==> src/rtl/add7_pkg.sv <==
// ---------------------------------------------------------------------------
// add7_pkg
// Shared types and constants for the 7-operand adder driver slice.
//   ADD7_WIDTH        operand/result width of the kernel
//   ADD7_N_OPS        operands per transaction (kernel init_a..init_g)
//   add7_drv_state_t  driver FSM states
//   add7_word_t       one operand/result word
// ---------------------------------------------------------------------------
package add7_pkg;

    localparam int unsigned ADD7_WIDTH = 32;
    localparam int unsigned ADD7_N_OPS = 7;

    typedef enum logic [1:0] {
        COLLECT,
        START,
        WAIT,
        OUTPUT
    } add7_drv_state_t;

    typedef logic [ADD7_WIDTH-1:0] add7_word_t;

endpackage

==> src/rtl/add7_operand_buf.sv <==
// ---------------------------------------------------------------------------
// add7_operand_buf
// N_OPS x WIDTH operand register file feeding the kernel init ports.
//   clk      in   clock, rising edge
//   rst_n    in   asynchronous active-low clear of every slot
//   we_i     in   write enable
//   idx_i    in   slot written when we_i is high
//   wdata_i  in   word written
//   data_o   out  packed slots; slot i at [i*WIDTH +: WIDTH]
// ---------------------------------------------------------------------------
module add7_operand_buf
    import add7_pkg::*;
#(
    parameter int unsigned WIDTH = ADD7_WIDTH,
    parameter int unsigned N_OPS = ADD7_N_OPS,
    parameter int unsigned IDX_W = $clog2(N_OPS)
) (
    input  logic                     clk,
    input  logic                     rst_n,
    input  logic                     we_i,
    input  logic [IDX_W-1:0]         idx_i,
    input  logic [WIDTH-1:0]         wdata_i,
    output logic [N_OPS*WIDTH-1:0]   data_o
);

    logic [N_OPS-1:0][WIDTH-1:0] slot_q;

    always_ff @(posedge clk or negedge rst_n) begin
        if (!rst_n) begin
            slot_q <= '0;
        end else begin
            for (int unsigned i = 0; i < N_OPS; i++) begin
                if (we_i && (idx_i == IDX_W'(i))) begin
                    slot_q[i] <= wdata_i;
                end
            end
        end
    end

    assign data_o = slot_q;

endmodule

==> src/rtl/add7_driver.sv <==
// ---------------------------------------------------------------------------
// add7_driver
// Stream adapter for the 7-operand adder kernel: collects N_OPS operands,
// pulses the kernel start, waits for done, returns the sum on an output
// stream. One transaction in flight.
// Optional feature macro: ADD7_DRIVER_TIMEOUT_EN (WAIT-state watchdog).
//   clk       in   clock, rising edge
//   rst_n     in   asynchronous active-low reset
//   s_valid   in   operand valid
//   s_ready   out  operand accepted when s_valid && s_ready
//   s_data    in   operand; 1st -> slot 0 (init_a) ... 7th -> slot 6
//   k_init    out  packed operands to kernel
//   k_start   out  kernel r_enable, one-cycle pulse
//   k_done    in   kernel w_enable (sticky level)
//   k_result  in   kernel result
//   m_valid   out  result valid
//   m_ready   in   result consumed when m_valid && m_ready
//   m_data    out  result word
//   m_err     out  watchdog timeout flag, qualified by m_valid
//   busy      out  low only when idle in COLLECT with no operands held
// ---------------------------------------------------------------------------
module add7_driver
    import add7_pkg::*;
#(
    parameter int unsigned WIDTH          = ADD7_WIDTH,
    parameter int unsigned N_OPS          = ADD7_N_OPS,
    parameter int unsigned TIMEOUT_CYCLES = 64
) (
    input  logic                   clk,
    input  logic                   rst_n,
    input  logic                   s_valid,
    output logic                   s_ready,
    input  logic [WIDTH-1:0]       s_data,
    output logic [N_OPS*WIDTH-1:0] k_init,
    output logic                   k_start,
    input  logic                   k_done,
    input  logic [WIDTH-1:0]       k_result,
    output logic                   m_valid,
    input  logic                   m_ready,
    output logic [WIDTH-1:0]       m_data,
    output logic                   m_err,
    output logic                   busy
);

    localparam int unsigned CNT_W = $clog2(N_OPS);

    // The watchdog counter is 16 bits wide; reject limits it cannot reach.
    if (TIMEOUT_CYCLES == 0 || TIMEOUT_CYCLES > 65535) begin : g_bad_timeout
        $error("add7_driver: TIMEOUT_CYCLES out of range");
    end

    add7_drv_state_t   state_q, state_d;
    logic [CNT_W-1:0]  cnt_q, cnt_d;
    logic [WIDTH-1:0]  m_data_q, m_data_d;
    logic              buf_we;

`ifdef ADD7_DRIVER_TIMEOUT_EN
    logic              m_err_q, m_err_d;
    logic [15:0]       wcnt_q, wcnt_d;
`endif

    add7_operand_buf #(
        .WIDTH (WIDTH),
        .N_OPS (N_OPS),
        .IDX_W (CNT_W)
    ) u_buf (
        .clk     (clk),
        .rst_n   (rst_n),
        .we_i    (buf_we),
        .idx_i   (cnt_q),
        .wdata_i (s_data),
        .data_o  (k_init)
    );

    always_ff @(posedge clk or negedge rst_n) begin
        if (!rst_n) begin
            state_q  <= COLLECT;
            cnt_q    <= '0;
            m_data_q <= '0;
`ifdef ADD7_DRIVER_TIMEOUT_EN
            m_err_q  <= 1'b0;
            wcnt_q   <= '0;
`endif
        end else begin
            state_q  <= state_d;
            cnt_q    <= cnt_d;
            m_data_q <= m_data_d;
`ifdef ADD7_DRIVER_TIMEOUT_EN
            m_err_q  <= m_err_d;
            wcnt_q   <= wcnt_d;
`endif
        end
    end

    always_comb begin
        state_d  = state_q;
        cnt_d    = cnt_q;
        m_data_d = m_data_q;
        buf_we   = 1'b0;
`ifdef ADD7_DRIVER_TIMEOUT_EN
        m_err_d  = m_err_q;
        wcnt_d   = wcnt_q;
`endif
        case (state_q)
            COLLECT: begin
                // k_done is deliberately not looked at: it is stale here.
                if (s_valid) begin
                    buf_we = 1'b1;
                    if (cnt_q == CNT_W'(N_OPS - 1)) begin
                        cnt_d   = '0;
                        state_d = START;
                    end else begin
                        cnt_d = cnt_q + CNT_W'(1);
                    end
                end
            end
            START: begin
`ifdef ADD7_DRIVER_TIMEOUT_EN
                wcnt_d = '0;
`endif
                state_d = WAIT;
            end
            WAIT: begin
                // Kernel drops done on the start edge, so this is fresh.
                if (k_done) begin
                    m_data_d = k_result;
`ifdef ADD7_DRIVER_TIMEOUT_EN
                    m_err_d  = 1'b0;
`endif
                    state_d  = OUTPUT;
                end
`ifdef ADD7_DRIVER_TIMEOUT_EN
                else if (wcnt_q == 16'(TIMEOUT_CYCLES - 1)) begin
                    m_data_d = '0;
                    m_err_d  = 1'b1;
                    state_d  = OUTPUT;
                end else begin
                    wcnt_d = wcnt_q + 16'd1;
                end
`endif
            end
            OUTPUT: begin
                if (m_ready) begin
                    state_d = COLLECT;
                end
            end
            default: begin
                state_d = COLLECT;
            end
        endcase
    end

    // rst_n gates s_ready so it reads 0 while reset is held.
    assign s_ready = rst_n && (state_q == COLLECT);
    assign k_start = (state_q == START);
    assign m_valid = (state_q == OUTPUT);
    assign m_data  = m_data_q;
    assign busy    = !((state_q == COLLECT) && (cnt_q == '0));
`ifdef ADD7_DRIVER_TIMEOUT_EN
    assign m_err   = m_err_q;
`else
    assign m_err   = 1'b0;
`endif

endmodule

==> config.mk <==
export PLATFORM = sky130hd
export DESIGN_NAME = add7_driver
export DESIGN_NICKNAME = d
export VERILOG_FILES = /design/src/rtl/add7_pkg.sv /design/src/rtl/add7_operand_buf.sv /design/src/rtl/add7_driver.sv
export SDC_FILE = /design/constraint.sdc
export NUM_CORES = 1
export LEC_CHECK = 0
export CORE_ASPECT_RATIO = 1.75
export CORE_UTILIZATION = 46
export DETAILED_ROUTE_END_ITERATION = 6
export PLACE_DENSITY_LB_ADDON = 0.2
export RECOVER_POWER = 100
export SLEW_MARGIN = 20
export SYNTH_ARGS = -nofsm -noshare
export SYNTH_HDL_FRONTEND = slang
export SYNTH_HIERARCHICAL = 1
export SYNTH_SLANG_ARGS = --single-unit
==> constraint.sdc <==
create_clock -name clk -period 2.8 [get_ports clk]
set_clock_uncertainty 0.2 [all_clocks]
set_input_delay 0.56 -clock clk [delete_from_list [all_inputs] [get_ports clk]]
set_output_delay 0.56 -clock clk [all_outputs]
set_load 0.02 [all_outputs]
==> results of run 1 <==
==> per-layer routing <==
| metal | up-vias | routed length, um | GRT usage [%] |
|---|---|---|---|
| li1 | 2762 | - | - |
| met5 | - | 0 | 0 |
| met1 | 3273 | 9030 | 26.0 |
| met3 | 68 | 1560 | 5.07 |
| met4 | 0 | 1180 | 11.0 |
| met2 | 248 | 14500 | 45.0 |
==> cell type report <==
class / instances / area share (%)
Sequential cell: 261 / 45.3
Timing Repair Buffer: 352 / 24.3
Multi-Input combinational cell: 286 / 22.1
Clock buffer: 33 / 4.83
Tap cell: 252 / 2.19
Clock inverter: 10 / 1.10
Inverter: 5 / 0.130
==> flip-flops by register name, indices dropped and copies added, names as in the netlist <==
name and cells:
u_buf/data_o 224, m_data 32, cnt_q 3, state_q 2
==> synthesized netlist by cell type, types with 3 or more instances <==
cell / instances
dfrtp_1: 261
mux2_2: 217
mux2_1: 40
buf_2: 19
buf_4: 13
ha_1: 5
inv_1: 5
nand4b_1: 4
nand2_1: 3
nor4bb_1: 3
==> logic make-up (layout without fill, tap and decap cells) <==
family,Yosys count,count (layout)
compound gates,7,7
mux,258,258
buf+inv,37,400
flops,261,261
other cells,1,1
simple gates,15,15
fa+ha+maj,5,5
==> worst paths after layout <==
check                                              start                       endpoint  slack [ns]  depth (start not counted)
setup / recovery                                   rst_n                        s_ready        0.17                          4
hold / removal             u_buf/data_o[143]$_DFFE_PN0P_  u_buf/data_o[143]$_DFFE_PN0P_        0.29                          1
setup reg to reg                  state_q[0]$_DFFE_PN0P_   u_buf/data_o[23]$_DFFE_PN0P_        0.29                          8
hold reg to reg            u_buf/data_o[143]$_DFFE_PN0P_  u_buf/data_o[143]$_DFFE_PN0P_        0.29                          1
max in group asynchronous                          rst_n         m_data[21]$_DFFE_PN0P_        0.45                          4
min in group asynchronous                          rst_n   u_buf/data_o[34]$_DFFE_PN0P_        0.68                          3
==> worst reg2reg max path, cell delays in order, from the launching register on <==
cell	delay, ns
dfrtp_1	0.41
inv_1	0.14
ha_1	0.24
nand2_1	0.12
inv_1	0.13
buf_4	0.16
nor4b_4	0.34
clkbuf_2	0.29
mux2_1	0.35
==> what timing repair did <==
item | 4_1_cts | 5_1_grt
hold buffers | 1 | 0
setup endpoints to repair | 1 | 1
gates resized for setup | 1 | 1
pin swaps | 0 | 0
endpoints found under the hold margin | 7 | 0
buffers inserted | 0 | 0
==> stage by stage <==
| step | util [%] | std cells | setup slack [ns] |
|---|---|---|---|
| after global routing | 68.5 | 1199 | 0.0606 |
| after CTS | 68.9 | 1199 | 0.0114 |
| after floorplan | - | 584 | 0.555 |
| after detailed placement | 64.8 | 1155 | 0.0661 |
| after global placement | 64.8 | 1155 | 0.150 |
| final | 68.5 | 1199 | 0.166 |
==> where the power goes <==
part | internal, W | total (W) | switching [W]
logic | 0.00346 | 0.00724 | 0.00378
registers | 0.00533 | 0.00613 | 0.000794
clock network | 0.00211 | 0.00349 | 0.00138
total | 0.0109 | 0.0169 | 0.00595
==> run_results.csv, run 1 <==
group,metric,value,unit
run_status,status,"completed",
finish,register_area,6530,um^2
synth,avgSynthCellArea,16.9,um^2
drt,vias,6351,
clock_tree,cts_tree,"yes",
drt,ant_nets,0,
synth,ys_seq_area_share,66.1,%
synth,synthMuxAreaShare,29.4,%
timing,tns,0,ns
drt,wire_per_inst,21.9,um
power,ir_worst_vdd,0.719,mV
drt,drt-total-wl,26.3,mm
global_route,grt_pass1_wl,40.8,mm
die,core-area,21000,um^2
global_route,grt_pass1_vias,7064,
die,dieArea,22100,um^2
global_route,grt_max_degree,134,
place,port_buffers,328,
worst_hold_path,worst_hold_path_type,"flip-flop to flip-flop",
critical_path,crit_chain,"dlygate4sd3_1, clkbuf_1, and2_0, dlygate4sd2_1",
finish,diodes,0,
timing,rsz0062_at_grt,"false",
timing,holdWs,0.285,ns
timing,tightest_slew,0.782,ns
synth,synth.distinct_cells,21,
flow_run,cap_viol_max_count,0,
global_route,grt-ovfl-total,0,
synth,ys_seq_elements,261,
timing,fmax,0.380,GHz
die,rows,70,
power,power,0.0169,W
synth,synth.top_cell.area_share,66.1,%
synth,synth_compound_gate_area_share,0.494,%
finish,multi_input_area,3180,um^2
timing,slew_violations,0,
finish,final_area,14400,um^2
die,die_y,196,um
finish,final_cell_mix,"dfrtp_1, dlygate4sd3_1, mux2_2, clkdlybuf4s50_1, mux2_1",
timing,min_period,2.63,ns
timing,fin_crit_sh,94.1,%
synth,synth_top_area_cell,"dfrtp_1",
finish,fill_cells,1488,
synth,netlist_area,9880,um^2
die,start_util,47.0,%
finish,nNetsFinal,1004,
timing,relSlewSlack,47.9,%
die,die_x,113,um
timing,finalSetupViolations,0,
critical_path,end_kind,"output pin",
synth,yosysWarningCount,6,
finish,mostFrequentLayoutCell,"dfrtp_1",
drt,drc,0,
clock_tree,root_buffer,"clkbuf_16",
finish,area_growth,45.7,%
drt,viasPerCell,5.30,
synth,synth_edf_count,0,
critical_path,cp_slowest_cell,"dlygate4sd3_1",
clock_tree,cts_sinks,261,
timing,final-hold-violation-count,0,
clock_tree,clockBufferDepth,3,
place,placed_area,13600,um^2
clock_tree,htree_levels,1,
synth,synthAdderAreaFrac,0.633,%
critical_path,critPathLaunchType,"input port",
clock_tree,clkSlewWorstSetupHoldPaths,0.06,ns
critical_path,cp.arrival,1.87,ns
place,gp_congestion,0.766,
global_route,track_usage,24.2,%
global_route,antenna_found_initial,0,
place,hpwl,18.7,mm
synth,synth_xor_area_share,0,%
critical_path,worstPathMaxFanout,2,
synth,yosys.area_share.simple,1.23,%
synth,syn_nets,658,
critical_path,cp_num_buf_inv,3,
clock_tree,cts-buffers-inserted,24,
power,p_per_area,1170,nW/um^2
drt,drtPass1Iterations,4,
drt,drt_iter0_markers,227,
clock_tree,clock_latency,0.50,ns
synth,syn_inst,584,
critical_path,worstPathRequired,2.04,ns
synth,yosys-top-cells-area,"dfrtp_1, mux2_2, mux2_1",
finish,drive_above_1_share,29.8,%
critical_path,critPathTopFamily,"buffers and inverters",
critical_path,cp_slowest_stage_delay,0.52,ns
critical_path,worstSetupPathType,"input port to output pin",
synth,synth_top_family_by_area,"multiplexers",
synth,synth-main-ff-cell,"dfrtp_1",
synth,ys_async_sr_fraction,100,%
power,p_leak,6.96,nW
die,num_io_pins,330,
Power figures use the tool's default switching activity.
==> run 2, diff against run 1 <==
--- a/config.mk
+++ b/config.mk
@@ -13,5 +13,4 @@
 export SLEW_MARGIN = 20
 export SYNTH_ARGS = -nofsm -noshare
 export SYNTH_HDL_FRONTEND = slang
-export SYNTH_HIERARCHICAL = 1
 export SYNTH_SLANG_ARGS = --single-unit
==> run_results.csv, run 2 <==
group,metric,value,unit
synth,syn_inst,586,
global_route,grt_pass1_vias,7159,
clock_tree,clkSlewWorstSetupHoldPaths,0.07,ns
place,port_buffers,328,
flow_run,cap_viol_max_count,0,
die,core-area,21000,um^2
critical_path,worstPathMaxFanout,4,
synth,synth_top_area_cell,"dfrtp_1",
timing,tightest_slew,0.838,ns
power,ir_worst_vdd,0.830,mV
synth,yosys-top-cells-area,"dfrtp_1, mux2_2, mux2_4",
timing,fin_crit_sh,96.7,%
timing,holdWs,0.288,ns
die,dieArea,22200,um^2
critical_path,startpoint,"state_q[1]$_DFFE_PN0P_",
global_route,antenna_found_initial,1,
clock_tree,cts_sinks,261,
critical_path,cp.arrival,1.95,ns
critical_path,cp_slowest_stage_delay,0.42,ns
timing,tns,0,ns
power,power,0.0178,W
synth,avgSynthCellArea,17.0,um^2
clock_tree,clock_latency,0.51,ns
synth,syn_nets,660,
synth,synth_edf_count,0,
critical_path,end_kind,"output pin",
die,num_io_pins,330,
die,rows,70,
finish,area_growth,43.1,%
finish,nNetsFinal,1006,
timing,min_period,2.71,ns
drt,drt-total-wl,26.1,mm
die,die_y,197,um
power,p_leak,6.54,nW
worst_hold_path,hp-start,"u_buf.data_o[134]$_DFFE_PN0P_",
finish,fill_cells,1546,
drt,vias,6283,
critical_path,critPathLaunchType,"flip-flop",
global_route,grt-ovfl-total,0,
critical_path,cp_num_buf_inv,2,
clock_tree,htree_levels,1,
clock_tree,cts-buffers-inserted,24,
synth,ys_async_sr_fraction,100,%
synth,synth.distinct_cells,29,
place,hpwl,18.6,mm
drt,drc,0,
clock_tree,clockBufferDepth,3,
global_route,grt_pass1_wl,41.2,mm
place,gp_congestion,0.723,
timing,slew_violations,0,
synth,ys_seq_elements,261,
synth,ys_top_cells_by_count,"dfrtp_1, mux2_2, mux2_4",
drt,drt_iter0_markers,206,
run_status,status,"completed",
global_route,grt_max_degree,151,
timing,rsz0062_at_grt,"false",
critical_path,critPathTopFamily,"buffers and inverters",
synth,netlist_area,9950,um^2
timing,final-hold-violation-count,0,
synth,ys_seq_area_share,65.6,%
critical_path,worstSetupPathType,"flip-flop to output pin",
critical_path,worstPathRequired,2.04,ns
finish,mostFrequentLayoutCell,"dfrtp_1",
drt,drtPass1Iterations,4,
finish,largest_reg_flops,224,
die,die_x,113,um
synth,yosysWarningCount,0,
critical_path,cp_slowest_cell,"dfrtp_1",
clock_tree,post-cts-setup-buffers,0,
synth,synth_most_common_cell,"dfrtp_1",
die,start_util,47.3,%
timing,relSlewSlack,44.1,%
synth,synth.top_cell.area_share,65.6,%
drt,wire_per_inst,21.7,um
drt,viasPerCell,5.22,
power,p_per_area,1250,nW/um^2
timing,finalSetupViolations,0,
worst_hold_path,worst_hold_path_type,"flip-flop to flip-flop",
clock_tree,cts_tree,"yes",
clock_tree,root_buffer,"clkbuf_16",
critical_path,crit_chain,"inv_1, ha_1, nand2b_1, or3_1, dlygate4sd2_1",
timing,fmax,0.369,GHz
synth,synth-main-ff-cell,"dfrtp_1",
drt,ant_nets,0,
global_route,track_usage,24.2,%
finish,drive_above_1_share,30.0,%
critical_path,timing.rr.start,"state_q[1]$_DFFE_PN0P_",
finish,final_cell_mix,"dfrtp_1, dlygate4sd3_1, mux2_2, clkdlybuf4s50_1, mux2_1",
[run 2: cell types whose count changed in the layout (fill, tap and decap cells not counted), sizes merged, moves of 3 or more]
| cell | change |
|---|---|
| buf | -8 |
| clkbuf | +4 |
| clkinv | +4 |
| bufinv | -3 |
| nand2b | +3 |
| nand4b | -3 |
| nor2 | +3 |
| nor4bb | -3 |
[run 2: repair_timing]
| item | CTS | global route |
|---|---|---|
| hold buffers | 1 | 0 |
| gates resized for setup | 2 | 0 |
| setup endpoints to repair | 2 | 0 |
| endpoints found under the hold margin | 43 | 0 |
[run 2: cell families (layout without fill, tap and decap cells)]
logic type | after synthesis | in the layout | synth area share (%)
DFF | 261 | 261 | 65.6
AOI/OAI and AO/OA | 7 | 7 | 0.490
muxes | 257 | 257 | 30.2
adders and majority gates | 5 | 5 | 0.629
buffers and inverters | 32 | 396 | 1.70
and+or+nand+nor | 23 | 23 | 1.30
other | 1 | 2 | 0.0377
[run 2: worst register-to-register path: stages (launching register included)]
cell	delay (ns)
dfrtp_1	0.42
inv_1	0.10
ha_1	0.18
buf_4	0.15
nand2_1	0.10
nor3_1	0.24
clkbuf_2	0.62
mux2_2	0.43
[run 2: stage by stage]
step | instance area, um^2 | worst slack, ns | util, % | instances
CTS | 14500 | 0.0843 | 69.1 | 1202
detailed placement | 13700 | 0.154 | 65.2 | 1157
global placement | 13700 | 0.171 | 65.2 | 1157
floorplan | 9950 | 0.740 | - | 586
global route | 14200 | 0.0112 | 67.7 | 1203
finish | 14200 | 0.0924 | 67.7 | 1203
[run 2: area by class of cell]
cell class              instances  area [um^2]  area share, %
clock buffers                  34          729           5.12
repair buffers                348         3400           23.9
well taps                     252          315           2.21
inverters                       4         15.0          0.105
flip-flops and latches        261         6530           45.9
multi-input cells             293         3160           22.2
clock inverters                10         83.8          0.589
diodes                          1         2.50         0.0176
[run 2: final timing paths]
path                                            endpoint  slack [ns]  cells after the start
setup reg to reg           u_buf.data_o[151]$_DFFE_PN0P_        0.25                      7
hold / removal             u_buf.data_o[134]$_DFFE_PN0P_        0.29                      1
hold reg to reg            u_buf.data_o[134]$_DFFE_PN0P_        0.29                      1
setup / recovery                                    busy        0.09                      5
min in group asynchronous    u_buf.data_o[3]$_DFFE_PN0P_        0.78                      3
max in group asynchronous   u_buf.data_o[21]$_DFFE_PN0P_        0.37                      4
[run 2: where the power goes]
part	internal, W	switching (W)	leakage [nW]	total [W]
registers	0.00556	0.000929	3.24	0.00649
logic	0.00388	0.00418	2.90	0.00806
clock network	0.00191	0.00138	0.403	0.00329
[run 2: layer usage]
| metal | vias up | share of wire (%) | global-route usage [%] |
|---|---|---|---|
| met5 | - | 0 | 0 |
| met1 | 3222 | 34 | 25.5 |
| met4 | 0 | 4.4 | 10.8 |
| li1 | 2757 | - | - |
| met3 | 68 | 6.9 | 6.43 |
| met2 | 236 | 54 | 44.5 |
